===== src/rtl/sop_response_checker_sat_counter.sv =====
// Saturating up-counter with synchronous clear; holds at all-ones instead of wrapping.
module sat_counter #(
  parameter int W = 8
) (
  input  logic         clk,
  input  logic         rst,
  input  logic         clr,
  input  logic         inc,
  output logic [W-1:0] cnt
);

  always_ff @(posedge clk or posedge rst) begin
    if (rst) begin
      cnt <= '0;
    end else if (clr) begin
      cnt <= '0;
    end else if (inc && !(&cnt)) begin
      cnt <= cnt + W'(1);
    end
  end

endmodule


===== config.mk =====
export PLATFORM = sky130hd
export DESIGN_NAME = sat_counter
export DESIGN_NICKNAME = d
export VERILOG_FILES = /design/src/rtl/sop_response_checker_sat_counter.sv
export SDC_FILE = /design/constraint.sdc
export NUM_CORES = 1
export LEC_CHECK = 0
export BUFFER_PORTS_ARGS = -buffer_cell sky130_fd_sc_hd__buf_2
export CORE_AREA = 2 2 39 41
export CTS_BUF_LIST = sky130_fd_sc_hd__clkbuf_4
export DETAILED_ROUTE_END_ITERATION = 16
export DIE_AREA = 0 0 41 43
export PLACE_DENSITY = 0.52
export SLEW_MARGIN = 20
export SYNTH_ARGS = -nofsm -noshare
export SYNTH_HDL_FRONTEND = slang
export SYNTH_SLANG_ARGS = --single-unit

===== constraint.sdc =====
create_clock -name clk -period 1.8 [get_ports clk]
set_input_delay 0.18 -clock clk [delete_from_list [all_inputs] [get_ports clk]]
set_output_delay 0.18 -clock clk [all_outputs]
set_load 0.03 [all_outputs]

==> flow_summary.toml <==
[run_status]
status = "finished clean"

[die]
ioPinCount = 12
rows = 14
die_w_um = 41
start_util_pct = 31.6
die_area_sq_mm = 0.00176
coreArea_sq_mm = 0.00138
fp.dieH_um = 43

[power]
ir_worst_vdd_v = 0.000270
p_leak_nw = 0.256
p_per_area_mw_per_mm2 = 684

[grt]
gr-total-overflow = 0
grt_pass1_vias = 371
antenna_found_initial = 0
grt_pass1_wl_um = 1670
grt_max_degree = 11
track_usage_pct = 14.5

[setup_path]
worstReg2RegEnd = "cnt[7]$_DFFE_PP0P_"
cp_slowest_cell = "or4_1"
end_kind = "register"
crit_fanout = 5
cpPeakStageDelay_ns = 0.50
startpoint_type = "register"
cp.required_ns = 1.98
cp.arrival_ns = 1.80
cp_cell_sequence = "ha_1 -> and4_4 -> or4_1 -> a21oi_1"
crit_type = "reg -> reg"
rr_worst_depth = 4
regToRegStartpoint = "cnt[0]$_DFFE_PP0P_"
r2r_slack_ns = 0.18

[clocking]
post_cts_buffers = 0
numClockSinks = 8
clock_path_buffers = 2
cts_buffers = 3
clk_latency_ns = 0.25
cts_root_buf = "clkbuf_4"
htreeDepth = 1
clk_pin_slew_worst_paths_ns = 0.05
cts_tree = "built"

[timing]
finalHoldViolations = 0
tightest_slew_ns = 0.311
finalMaxSlewViolations = 0
grt_setup_unrepaired = "no"
fin_crit_sh_pct = 90.0
slew_headroom_pct = 79.3
finalSetupViolations = 0
min_period_ns = 1.62
fmax_mhz = 617
finClkSkew_ns = 0.00279
fin_setup_tns_ns = 0
worst_slack_ns = 0.180

[placed_design]
hpwl_um = 696
io_buffers = 11
gp_congestion = 0.701
pre_cts_ws_ns = 0.188

[worst_hold_path]
worstHoldPathType = "in -> reg"
whs_path_depth = 2
hold_path_end = "cnt[7]$_DFFE_PP0P_"
hold_start = "clr"

[layout]
largest_register_ffs = 8
largest_register = "cnt"
syn_to_final_growth_pct = 22.9
final_layout_size_suffix_gt1_share_pct = 27.6
largestRegisters = "cnt x8"
antennaDiodeCount = 0
finalNetCount = 65

[routing]
dr.pass1.iters = 3
drt-initial-drc-count = 11
viasPerCell = 5.35
routedWlPerCell_um = 12.7
vias = 396
totalWireLength_um = 941
drc_errors = 0
drtAntennaViolNets = 0

[synthesis]
syn_area_sq_um = 438
yosys_warnings = 0
synth.distinct_cells = 26
synth.avg_cell_area_sq_um = 9.95
syn_nets = 49
ys_seq_area_share_pct = 45.7
syn_inst = 44
synth_seq_cells = 8

[flow_run]
drv_cap = 0
-- worst max-delay path: cells and delay by family, from the launching register on --
family | cells | cell delay (ns)
fa+ha+maj | 1 | 0.26
simple gates | 2 | 0.72
compound gates | 1 | 0.15
flops | 1 | 0.42
-- layout by cell type, fill, tap and decap left out --
| cell | synthesis | layout |
|---|---|---|
| a211oi_1 | 2 | 2 |
| a21boi_1 | 1 | 1 |
| a21oi_1 | 4 | 4 |
| a311oi_1 | 1 | 1 |
| a31oi_1 | 1 | 1 |
| and3_1 | 2 | 2 |
| and4_4 | 1 | 1 |
| buf_2 | 0 | 11 |
| clkbuf_4 | 0 | 3 |
| dfrtp_1 | 8 | 8 |
| dlygate4sd3_1 | 0 | 1 |
| ha_1 | 1 | 1 |
| inv_1 | 3 | 3 |
| mux2_1 | 1 | 1 |
| mux2i_1 | 1 | 1 |
| nand2_1 | 1 | 1 |
| nand2b_1 | 2 | 2 |
| nand3_1 | 1 | 1 |
| nand4_1 | 1 | 1 |
| nand4_2 | 1 | 1 |
| nor2_1 | 1 | 1 |
| nor2b_1 | 1 | 1 |
| nor3_1 | 4 | 4 |
| nor3b_1 | 1 | 1 |
| nor4_1 | 1 | 1 |
| o21ai_0 | 1 | 1 |
| o31ai_1 | 1 | 1 |
| or4_1 | 1 | 1 |
-- synth_stat cells --
cell type  count  area, sq um
dfrtp_1        8          200
a21oi_1        4         20.0
nor3_1         4         20.0
inv_1          3         11.3
a211oi_1       2         15.0
and3_1         2         12.5
nand2b_1       2         12.5
a21boi_1       1         7.51
a311oi_1       1         8.76
a31oi_1        1         6.26
and4_4         1         11.3
buf_4          1         7.51
ha_1           1         12.5
mux2_1         1         11.3
mux2i_1        1         10.0
nand2_1        1         3.75
nand3_1        1         5.00
nand4_1        1         6.26
nand4_2        1         12.5
nor2_1         1         3.75
nor2b_1        1         6.26
nor3b_1        1         7.51
nor4_1         1         6.26
o21ai_0        1         5.00
o31ai_1        1         7.51
or4_1          1         7.51
-- timing repair --
action	4_1_cts	5_1_grt
hold endpoints to repair	8	0
gates resized for setup	0	0
hold buffers	1	0
-- logic make-up (layout without fill, tap and decap cells) --
logic type,after synthesis,after routing,share of synthesized area [%]
AND/OR/NAND/NOR,18,18,26.3
AO/OA/AOI/OAI,11,11,16.0
flip-flops,8,8,45.7
buffers and inverters,4,18,4.29
multiplexers,2,2,4.86
adder cells (fa/ha/maj),1,1,2.86
-- worst max-delay path by stage --
stage | endpoint | startpoint | slack [ns]
finish | cnt[7]$_DFFE_PP0P_ | cnt[0]$_DFFE_PP0P_ | 0.18
detailed placement | cnt[7]$_DFFE_PP0P_ | cnt[0]$_DFFE_PP0P_ | 0.19
CTS | cnt[7]$_DFFE_PP0P_ | cnt[0]$_DFFE_PP0P_ | 0.18
floorplan | cnt[7]$_DFFE_PP0P_ | cnt[0]$_DFFE_PP0P_ | 0.11
global placement | cnt[7]$_DFFE_PP0P_ | cnt[0]$_DFFE_PP0P_ | 0.21
global route | cnt[7]$_DFFE_PP0P_ | cnt[0]$_DFFE_PP0P_ | 0.08
-- area by class of cell --
class / count / area, sq um
Timing Repair Buffer: 12 / 65.1
Inverter: 3 / 11.3
Multi-Input combinational cell: 32 / 219
Clock buffer: 3 / 22.5
Tap cell: 16 / 20.0
Fill cell: 149 / 846
Sequential cell: 8 / 200
-- per-stage QoR --
step	cells	total power [mW]	hold WS, ns	util, %	cell area, sq um
floorplan	44	0.219	-0.00434	-	438
global placement	70	0.231	0.153	36.5	505
detailed placement	70	0.230	0.150	36.5	505
CTS	74	0.379	0.207	38.9	538
global route	74	0.395	0.235	38.9	538
finish	74	0.368	0.215	38.9	538
-- metal layers --
metal	wire length [um]	vias up	GRT usage [%]
li1	-	199	-
met1	466	186	19.6
met2	421	9	18.8
met3	44	2	3.14
met4	9	0	12.0
met5	0	-	0
-- where the power goes --
part	internal, mW	switching (mW)	total [mW]
Sequential	0.184	0.00567	0.190
Clock	0.0765	0.0634	0.140
Combinational	0.0143	0.0240	0.0383
No activity file was read; power rests on OpenSTA's default activity.
